## config.mk

```make
export PLATFORM = sky130hd
export DESIGN_NAME = exe_stage_flat
export DESIGN_NICKNAME = d
export VERILOG_FILES = /design/src/rtl/cpu_pkg.sv /design/src/rtl/exe_stage_if.sv /design/src/rtl/alu8.sv /design/src/rtl/exe_stage.sv /design/src/flat_wrapper.sv
export SDC_FILE = /design/constraint.sdc
export NUM_CORES = 1
export LEC_CHECK = 0
export CAP_MARGIN = 10
export CORE_ASPECT_RATIO = 1.75
export CORE_MARGIN = 1.5
export CORE_UTILIZATION = 40
export DETAILED_ROUTE_END_ITERATION = 6
export GPL_ROUTABILITY_DRIVEN = 0
export MAX_ROUTING_LAYER = met4
export PLACE_DENSITY = 0.69
export SLEW_MARGIN = 20
export SYNTH_ARGS = -nofsm -noshare
export SYNTH_HDL_FRONTEND = slang
export SYNTH_SLANG_ARGS = --single-unit
```

## constraint.sdc

```tcl
create_clock -name clk -period 10.1 [get_ports clk]
set_input_delay 1.515 -clock clk [delete_from_list [all_inputs] [get_ports clk]]
set_output_delay 1.515 -clock clk [all_outputs]
set_load 0.1 [all_outputs]
```

## src/rtl/cpu_pkg.sv

```systemverilog
`default_nettype none
// ============================================================================
// cpu_pkg : shared widths, ALU opcodes and the operand forwarding helper
// Revision: 1.0
// ============================================================================
package cpu_pkg;

  localparam int DATA_W = 8;
  localparam int PC_W   = 12;
  localparam int RA_W   = 3;

  localparam logic [3:0] OP_ADD  = 4'h0;
  localparam logic [3:0] OP_ADC  = 4'h1;
  localparam logic [3:0] OP_SUB  = 4'h2;
  localparam logic [3:0] OP_SBC  = 4'h3;
  localparam logic [3:0] OP_AND  = 4'h4;
  localparam logic [3:0] OP_OR   = 4'h5;
  localparam logic [3:0] OP_XOR  = 4'h6;
  localparam logic [3:0] OP_MOV  = 4'h7;
  localparam logic [3:0] OP_ADDI = 4'h8;
  localparam logic [3:0] OP_SUBI = 4'h9;
  localparam logic [3:0] OP_ANDI = 4'hA;
  localparam logic [3:0] OP_ORI  = 4'hB;
  localparam logic [3:0] OP_SHL  = 4'hC;
  localparam logic [3:0] OP_SHR  = 4'hD;
  localparam logic [3:0] OP_BZ   = 4'hE;
  localparam logic [3:0] OP_BC   = 4'hF;

  function automatic logic is_imm_op(input logic [3:0] op);
    return (op[3:2] == 2'b10);
  endfunction

  // A pending load in EXE/MEM has no data yet, so it must not forward.
  function automatic logic [DATA_W-1:0] fwd_sel(
    input logic [RA_W-1:0]   src,
    input logic [DATA_W-1:0] reg_data,
    input logic              exm_reg_wr,
    input logic              exm_mem_rd,
    input logic [RA_W-1:0]   exm_rd,
    input logic [DATA_W-1:0] exm_res,
    input logic              wb_reg_wr,
    input logic [RA_W-1:0]   wb_rd,
    input logic [DATA_W-1:0] wb_data
  );
    if (exm_reg_wr && !exm_mem_rd && (exm_rd == src))
      return exm_res;
    else if (wb_reg_wr && (wb_rd == src))
      return wb_data;
    else
      return reg_data;
  endfunction

endpackage
`default_nettype wire

```

## src/rtl/exe_stage_if.sv

```systemverilog
`default_nettype none
// ============================================================================
// exe_stage_if : ID/EXE fields, write-back bypass and EXE/MEM results
// Revision: 1.0
// ============================================================================
interface exe_stage_if;
  import cpu_pkg::*;

  logic              stall_IN;
  logic              regWr_IN;
  logic              memRd_IN;
  logic              memWr_IN;
  logic              cWr_IN;
  logic              zWr_IN;
  logic [3:0]        aluOp_IN;
  logic [RA_W-1:0]   rd_IN;
  logic [RA_W-1:0]   rs_IN;
  logic [RA_W-1:0]   rt_IN;
  logic [DATA_W-1:0] regData1_IN;
  logic [DATA_W-1:0] regData2_IN;
  logic [DATA_W-1:0] immConst_IN;
  logic [DATA_W-1:0] brDisp_IN;
  logic [PC_W-1:0]   pcPlus1_IN;
  logic              wbRegWr_IN;
  logic [RA_W-1:0]   wbRd_IN;
  logic [DATA_W-1:0] wbData_IN;

  logic              regWr_OUT;
  logic              memRd_OUT;
  logic              memWr_OUT;
  logic [RA_W-1:0]   rd_OUT;
  logic [DATA_W-1:0] aluResult_OUT;
  logic [DATA_W-1:0] storeData_OUT;
  logic              cFlag_OUT;
  logic              zFlag_OUT;
  logic              brTaken_OUT;
  logic [PC_W-1:0]   brTarget_OUT;

  modport slave (
    input  stall_IN, regWr_IN, memRd_IN, memWr_IN, cWr_IN, zWr_IN, aluOp_IN,
           rd_IN, rs_IN, rt_IN, regData1_IN, regData2_IN, immConst_IN,
           brDisp_IN, pcPlus1_IN, wbRegWr_IN, wbRd_IN, wbData_IN,
    output regWr_OUT, memRd_OUT, memWr_OUT, rd_OUT, aluResult_OUT,
           storeData_OUT, cFlag_OUT, zFlag_OUT, brTaken_OUT, brTarget_OUT
  );

  modport master (
    output stall_IN, regWr_IN, memRd_IN, memWr_IN, cWr_IN, zWr_IN, aluOp_IN,
           rd_IN, rs_IN, rt_IN, regData1_IN, regData2_IN, immConst_IN,
           brDisp_IN, pcPlus1_IN, wbRegWr_IN, wbRd_IN, wbData_IN,
    input  regWr_OUT, memRd_OUT, memWr_OUT, rd_OUT, aluResult_OUT,
           storeData_OUT, cFlag_OUT, zFlag_OUT, brTaken_OUT, brTarget_OUT
  );

endinterface
`default_nettype wire

```

## src/rtl/alu8.sv

```systemverilog
`default_nettype none
// ============================================================================
// alu8 : combinational 8-bit ALU with carry/borrow out
// Revision: 1.0
// ============================================================================
module alu8
  import cpu_pkg::*;
(
  input  logic [DATA_W-1:0] a,
  input  logic [DATA_W-1:0] b,
  input  logic              cin,
  input  logic [3:0]        op,
  output logic [DATA_W-1:0] res,
  output logic              cout
);

  localparam logic [DATA_W:0] c_zero9 = '0;

  logic [DATA_W:0] w_cin9;
  logic [DATA_W:0] w_sum;

  assign w_cin9 = {{DATA_W{1'b0}}, cin};

  // Bit 8 of the 9-bit difference is the borrow for subtraction.
  always_comb begin
    w_sum = c_zero9;
    res   = '0;
    cout  = 1'b0;
    case (op)
      OP_ADD, OP_ADDI: begin
        w_sum = {1'b0, a} + {1'b0, b};
        {cout, res} = w_sum;
      end
      OP_ADC: begin
        w_sum = {1'b0, a} + {1'b0, b} + w_cin9;
        {cout, res} = w_sum;
      end
      OP_SUB, OP_SUBI: begin
        w_sum = {1'b0, a} - {1'b0, b};
        {cout, res} = w_sum;
      end
      OP_SBC: begin
        w_sum = {1'b0, a} - {1'b0, b} - w_cin9;
        {cout, res} = w_sum;
      end
      OP_AND, OP_ANDI: res = a & b;
      OP_OR,  OP_ORI:  res = a | b;
      OP_XOR:          res = a ^ b;
      OP_MOV:          res = b;
      OP_SHL: begin
        res  = {a[DATA_W-2:0], 1'b0};
        cout = a[DATA_W-1];
      end
      OP_SHR: begin
        res  = {1'b0, a[DATA_W-1:1]};
        cout = a[0];
      end
      default: res = '0;
    endcase
  end

endmodule
`default_nettype wire

```

## src/rtl/exe_stage.sv

```systemverilog
`default_nettype none
// ============================================================================
// exe_stage : forwarding, ALU, C/Z flags, branch resolve and EXE/MEM register
// Revision: 1.0
// ============================================================================
module exe_stage
  import cpu_pkg::*;
(
  input  logic        clk,
  input  logic        rst,
  exe_stage_if.slave  bus
);

  logic              reg_wr_q,   reg_wr_d;
  logic              mem_rd_q,   mem_rd_d;
  logic              mem_wr_q,   mem_wr_d;
  logic [RA_W-1:0]   rd_q,       rd_d;
  logic [DATA_W-1:0] alu_res_q,  alu_res_d;
  logic [DATA_W-1:0] st_data_q,  st_data_d;
  logic              c_q,        c_d;
  logic              z_q,        z_d;

  logic [DATA_W-1:0] w_fwd_rs;
  logic [DATA_W-1:0] w_fwd_rt;
  logic [DATA_W-1:0] w_op_b;
  logic [DATA_W-1:0] w_res;
  logic              w_cout;

  // Sources compare against the held EXE/MEM contents, also while stalled.
  always_comb begin
    w_fwd_rs = fwd_sel(bus.rs_IN, bus.regData1_IN, reg_wr_q, mem_rd_q, rd_q,
                       alu_res_q, bus.wbRegWr_IN, bus.wbRd_IN, bus.wbData_IN);
    w_fwd_rt = fwd_sel(bus.rt_IN, bus.regData2_IN, reg_wr_q, mem_rd_q, rd_q,
                       alu_res_q, bus.wbRegWr_IN, bus.wbRd_IN, bus.wbData_IN);
    w_op_b   = is_imm_op(bus.aluOp_IN) ? bus.immConst_IN : w_fwd_rt;
  end

  alu8 u_alu (
    .a    (w_fwd_rs),
    .b    (w_op_b),
    .cin  (c_q),
    .op   (bus.aluOp_IN),
    .res  (w_res),
    .cout (w_cout)
  );

  always_comb begin
    reg_wr_d  = reg_wr_q;
    mem_rd_d  = mem_rd_q;
    mem_wr_d  = mem_wr_q;
    rd_d      = rd_q;
    alu_res_d = alu_res_q;
    st_data_d = st_data_q;
    c_d       = c_q;
    z_d       = z_q;
    if (!bus.stall_IN) begin
      reg_wr_d  = bus.regWr_IN;
      mem_rd_d  = bus.memRd_IN;
      mem_wr_d  = bus.memWr_IN;
      rd_d      = bus.rd_IN;
      alu_res_d = w_res;
      st_data_d = w_fwd_rt;
      if (bus.cWr_IN) c_d = w_cout;
      if (bus.zWr_IN) z_d = (w_res == '0);
    end
  end

  always_ff @(posedge clk) begin
    if (!rst) begin
      reg_wr_q  <= 1'b0;
      mem_rd_q  <= 1'b0;
      mem_wr_q  <= 1'b0;
      rd_q      <= '0;
      alu_res_q <= '0;
      st_data_q <= '0;
      c_q       <= 1'b0;
      z_q       <= 1'b0;
    end else begin
      reg_wr_q  <= reg_wr_d;
      mem_rd_q  <= mem_rd_d;
      mem_wr_q  <= mem_wr_d;
      rd_q      <= rd_d;
      alu_res_q <= alu_res_d;
      st_data_q <= st_data_d;
      c_q       <= c_d;
      z_q       <= z_d;
    end
  end

  assign bus.regWr_OUT     = reg_wr_q;
  assign bus.memRd_OUT     = mem_rd_q;
  assign bus.memWr_OUT     = mem_wr_q;
  assign bus.rd_OUT        = rd_q;
  assign bus.aluResult_OUT = alu_res_q;
  assign bus.storeData_OUT = st_data_q;
  assign bus.cFlag_OUT     = c_q;
  assign bus.zFlag_OUT     = z_q;

  // Branch uses the flag registers, so a flag write one slot ahead is visible.
  assign bus.brTaken_OUT  = ((bus.aluOp_IN == OP_BZ) && z_q) ||
                            ((bus.aluOp_IN == OP_BC) && c_q);
  assign bus.brTarget_OUT = bus.pcPlus1_IN +
                            {{(PC_W-DATA_W){bus.brDisp_IN[DATA_W-1]}}, bus.brDisp_IN};

endmodule
`default_nettype wire

```

## src/flat_wrapper.sv

```systemverilog
// flat-port wrapper written by rule: the top's interface ports become plain ports
module exe_stage_flat import cpu_pkg::*;
  (clk, rst, bus_stall_IN, bus_regWr_IN, bus_memRd_IN, bus_memWr_IN, bus_cWr_IN, bus_zWr_IN, bus_aluOp_IN, bus_rd_IN, bus_rs_IN, bus_rt_IN, bus_regData1_IN, bus_regData2_IN, bus_immConst_IN, bus_brDisp_IN, bus_pcPlus1_IN, bus_wbRegWr_IN, bus_wbRd_IN, bus_wbData_IN, bus_regWr_OUT, bus_memRd_OUT, bus_memWr_OUT, bus_rd_OUT, bus_aluResult_OUT, bus_storeData_OUT, bus_cFlag_OUT, bus_zFlag_OUT, bus_brTaken_OUT, bus_brTarget_OUT);
  exe_stage_if bus_i ();
  input  logic clk;
  input  logic rst;
  input wire logic [$bits(bus_i.stall_IN)-1:0] bus_stall_IN;
  input wire logic [$bits(bus_i.regWr_IN)-1:0] bus_regWr_IN;
  input wire logic [$bits(bus_i.memRd_IN)-1:0] bus_memRd_IN;
  input wire logic [$bits(bus_i.memWr_IN)-1:0] bus_memWr_IN;
  input wire logic [$bits(bus_i.cWr_IN)-1:0] bus_cWr_IN;
  input wire logic [$bits(bus_i.zWr_IN)-1:0] bus_zWr_IN;
  input wire logic [$bits(bus_i.aluOp_IN)-1:0] bus_aluOp_IN;
  input wire logic [$bits(bus_i.rd_IN)-1:0] bus_rd_IN;
  input wire logic [$bits(bus_i.rs_IN)-1:0] bus_rs_IN;
  input wire logic [$bits(bus_i.rt_IN)-1:0] bus_rt_IN;
  input wire logic [$bits(bus_i.regData1_IN)-1:0] bus_regData1_IN;
  input wire logic [$bits(bus_i.regData2_IN)-1:0] bus_regData2_IN;
  input wire logic [$bits(bus_i.immConst_IN)-1:0] bus_immConst_IN;
  input wire logic [$bits(bus_i.brDisp_IN)-1:0] bus_brDisp_IN;
  input wire logic [$bits(bus_i.pcPlus1_IN)-1:0] bus_pcPlus1_IN;
  input wire logic [$bits(bus_i.wbRegWr_IN)-1:0] bus_wbRegWr_IN;
  input wire logic [$bits(bus_i.wbRd_IN)-1:0] bus_wbRd_IN;
  input wire logic [$bits(bus_i.wbData_IN)-1:0] bus_wbData_IN;
  output wire logic [$bits(bus_i.regWr_OUT)-1:0] bus_regWr_OUT;
  output wire logic [$bits(bus_i.memRd_OUT)-1:0] bus_memRd_OUT;
  output wire logic [$bits(bus_i.memWr_OUT)-1:0] bus_memWr_OUT;
  output wire logic [$bits(bus_i.rd_OUT)-1:0] bus_rd_OUT;
  output wire logic [$bits(bus_i.aluResult_OUT)-1:0] bus_aluResult_OUT;
  output wire logic [$bits(bus_i.storeData_OUT)-1:0] bus_storeData_OUT;
  output wire logic [$bits(bus_i.cFlag_OUT)-1:0] bus_cFlag_OUT;
  output wire logic [$bits(bus_i.zFlag_OUT)-1:0] bus_zFlag_OUT;
  output wire logic [$bits(bus_i.brTaken_OUT)-1:0] bus_brTaken_OUT;
  output wire logic [$bits(bus_i.brTarget_OUT)-1:0] bus_brTarget_OUT;
  assign bus_i.stall_IN = bus_stall_IN;
  assign bus_i.regWr_IN = bus_regWr_IN;
  assign bus_i.memRd_IN = bus_memRd_IN;
  assign bus_i.memWr_IN = bus_memWr_IN;
  assign bus_i.cWr_IN = bus_cWr_IN;
  assign bus_i.zWr_IN = bus_zWr_IN;
  assign bus_i.aluOp_IN = bus_aluOp_IN;
  assign bus_i.rd_IN = bus_rd_IN;
  assign bus_i.rs_IN = bus_rs_IN;
  assign bus_i.rt_IN = bus_rt_IN;
  assign bus_i.regData1_IN = bus_regData1_IN;
  assign bus_i.regData2_IN = bus_regData2_IN;
  assign bus_i.immConst_IN = bus_immConst_IN;
  assign bus_i.brDisp_IN = bus_brDisp_IN;
  assign bus_i.pcPlus1_IN = bus_pcPlus1_IN;
  assign bus_i.wbRegWr_IN = bus_wbRegWr_IN;
  assign bus_i.wbRd_IN = bus_wbRd_IN;
  assign bus_i.wbData_IN = bus_wbData_IN;
  assign bus_regWr_OUT = bus_i.regWr_OUT;
  assign bus_memRd_OUT = bus_i.memRd_OUT;
  assign bus_memWr_OUT = bus_i.memWr_OUT;
  assign bus_rd_OUT = bus_i.rd_OUT;
  assign bus_aluResult_OUT = bus_i.aluResult_OUT;
  assign bus_storeData_OUT = bus_i.storeData_OUT;
  assign bus_cFlag_OUT = bus_i.cFlag_OUT;
  assign bus_zFlag_OUT = bus_i.zFlag_OUT;
  assign bus_brTaken_OUT = bus_i.brTaken_OUT;
  assign bus_brTarget_OUT = bus_i.brTarget_OUT;
  exe_stage u_core (.clk(clk), .rst(rst), .bus(bus_i));
endmodule
```

==> results by group <==
Logic synthesis
  – Synth Register Bits: 24
  – Net Count, Synth: 655
  – Post-synth EDFFs: 0
  – Yosys top cell area share: 12.4%
  – Count leader, synth: nor2_1
  – Syn_area_per_cell: 7.34 µm²
  – Top_reg_cell synth: dfxtp_1
  – Synth area leaders: ha_1 (12%), dfxtp_1 (12%), mux2i_1 (6.6%)
  – Sequential-to-total area share from yosys stat: 12.2%
  – Top cells by count, synth: nor2_1 (57), inv_1 (43), ha_1 (39), nand2_1 (39), a21oi_1 (28)
  – Cell variety after synth: 71
  – Synth area leader: ha_1
  – Ys Warns: 0
  – Mapped Cells: 536
  – Ys async rst share: 0%
  – Post-Syn Area: 3930 µm²

STA
  – RSZ-0062 raised after global routing: no
  – Rel. slew slack: 28.3%
  – Fin crit share: 67.0%
  – Number of slew-limit violations in the final report: 0
  – Worst-Margin Slew: 1070 ps
  – Clk_skew: 4.16 ps
  – Endpoints failing setup: 0
  – Setup TNS: 0 ps
  – Final Hold Vio Count: 0
  – PnR worst setup slack: 3340 ps
  – Highest Clock Rate: 0.148 GHz
  – Post-layout min period: 6760 ps

Routing
  – Drt total wl: 13700 µm
  – Vias: 4473
  – DRC: 0
  – DR WL met3: 691 µm
  – WL met1: 4810 µm
  – Routed wl met2: 7290 µm
  – Detailed Route Iter0 Violations: 321
  – Drt pass-1 iters: 5
  – Drt wl/cell: 18.1 µm
  – Number of nets with antenna violations after routing: 0
  – Uppermost layer routed: met4
  – Vias per Instance: 5.92

Global route
  – First-pass GRT wire length: 21900 µm
  – Initial antenna violation count: 0
  – Grt ovf: 0
  – Total GRT Usage: 26.9%
  – Largest net degree at the start of global routing: 27
  – Vias in the first global route: 4608

Floorplan
  – Core Region: 9530 µm²
  – Io pins: 114
  – FP Rows: 47
  – Die H: 134 µm
  – Die width: 78.0 µm
  – Die area: 10500 µm²
  – Starting Density: 41.3%

Clocking
  – Worst-Skew Late Latency: 260 ps
  – Clk sinks: 24
  – # H-tree levels: 1
  – CTS clock-pin slew for the worst setup and hold paths: 60 ps
  – Hold Buf Count CTS: 0
  – Post-CTS sizing: 0
  – CTS tree: built
  – CTS Root Cell: clkbuf_16
  – Post-CTS setup buffer count: 0
  – Inserted Clock Buffers: 3
  – Maximum buffer depth of the clock tree: 2

Critical path
  – Crit. End Element: flip-flop
  – CP Class: primary input to flip-flop
  – Worst Path Required: 10280 ps
  – RR Startpoint: u_core.bus.rd_OUT[2]
  – Data arrival time of the worst path: 6940 ps
  – Crit-path max FO: 12
  – Critical path origin: bus_rt_IN[2]
  – Startpoint types: primary input

Power and ir drop
  – Reg power frac: 16.8%
  – Clock power share: 13.0%
  – Pwr Density: 124 nW/µm²
  – Sw Share: 51.4%
  – NetSw: 0.000334 W
  – Int Pwr: 0.000316 W
  – Combinational power share: 70.2%
  – Worst vdd ir: 0.122 mV
  – Lkg Pwr: 2.25 nW

Place
  – Dpl hpwl: 11300 µm
  – Dpl ws: 3120 ps
  – Cells after DPL: 753
  – Port buffer count: 113

Worst hold path
  – Hold Startpoint: u_core.bus.storeData_OUT[2]
  – Worst min-delay path class: flip-flop to flip-flop

Finish
  – Area Overhead vs Synth: 33.3%
  – Layout cells sized above 1: 3.63%
  – N_diodes: 0
  – Finished Layout Cells: 756
  – Filler cells: 896
  – Net count, final: 755

Run status
  – Status: complete, no violations

Run
  – Max cap viols: 0
through the flow:
step | utilization, % | hold slack (ps) | total power, W | instance area [µm²]
5_1_grt | 55.1 | 520 | 0.000684 | 5250
3_5_place_dp | 54.3 | 482 | 0.000560 | 5170
4_1_cts | 55.1 | 496 | 0.000647 | 5250
2_1_floorplan | - | 907 | 0.000442 | 3930
6_report | 55.1 | 488 | 0.000649 | 5250
3_3_place_gp | 54.3 | 455 | 0.000556 | 5170
layout make-up:
type | count | area [µm²] | area share [%]
multi-input combinational | 442 | 3190 | 60.8
sequential | 24 | 480 | 9.16
clock buffer | 3 | 75.1 | 1.43
tap | 122 | 153 | 2.91
inverter | 46 | 173 | 3.29
timing repair buffer | 119 | 1180 | 22.4
registers in the layout, summed over array words and instances, names as in the netlist:
name                      flops
u_core.bus.aluResult_OUT      8
u_core.bus.storeData_OUT      8
u_core.bus.rd_OUT             3
u_core.bus.cFlag_OUT          1
u_core.bus.memRd_OUT          1
u_core.bus.memWr_OUT          1
u_core.bus.regWr_OUT          1
u_core.bus.zFlag_OUT          1
worst paths after layout:
kind | slack [ps] | cells after the start | end
setup / recovery | 3340 | 16 | u_core.bus.zFlag_OUT
hold / removal | 490 | 2 | u_core.bus.storeData_OUT[2]
setup reg to reg | 4980 | 13 | u_core.bus.zFlag_OUT
hold reg to reg | 490 | 2 | u_core.bus.storeData_OUT[2]
layer usage:
layer	GRT usage (%)	vias up
met3	2.18	62
met4	16.7	0
met2	50.3	202
li1	-	2143
met5	-	-
met1	26.0	2066
logic make-up after synthesis:
| family | Yosys count | share of synthesized area (%) |
|---|---|---|
| simple gates | 192 | 24.9 |
| compound gates | 140 | 25.2 |
| buf+inv | 70 | 6.90 |
| fa+ha+maj | 42 | 13.9 |
| xor+xnor | 40 | 9.61 |
| mux | 28 | 7.19 |
| flops | 24 | 12.2 |
layout by cell type (no fill, tap or decap), types with 6 or more instances in the layout:
master / instances
a22oi_1: 6
nor3_1: 10
o21ai_0: 25
nor2b_1: 9
o22ai_1: 6
clkdlybuf4s50_1: 113
nand2_1: 39
dfxtp_1: 24
mux2i_1: 26
nand3_1: 15
a21oi_1: 28
ha_1: 39
nor2_1: 57
xnor2_1: 27
buf_4: 6
xor2_1: 11
or4_1: 6
nor3b_1: 7
and3_1: 6
nand4_1: 6
o211ai_1: 6
inv_1: 43
power groups by stage:
stage	clock, W	combinational (W)	sequential (W)
6_report	0.0000844	0.000456	0.000109
5_1_grt	0.0000891	0.000485	0.000110
3_5_place_dp	0	0.000449	0.000111
2_1_floorplan	0	0.000281	0.000161
3_3_place_gp	0	0.000445	0.000111
4_1_cts	0.0000875	0.000451	0.000109
critical path, stage by stage:
cell	delay [ps]
clkdlybuf4s50_1	460
xor2_1	190
or4_1	770
mux2_1	400
mux2i_1	180
o21a_1	210
inv_1	60
ha_1	500
nor3_1	120
a2111oi_0	540
xnor2_1	260
nor2_1	90
or4_1	390
or4_1	550
or4_1	500
o31ai_2	170
Note: power is estimated with default switching activity, not from simulation.
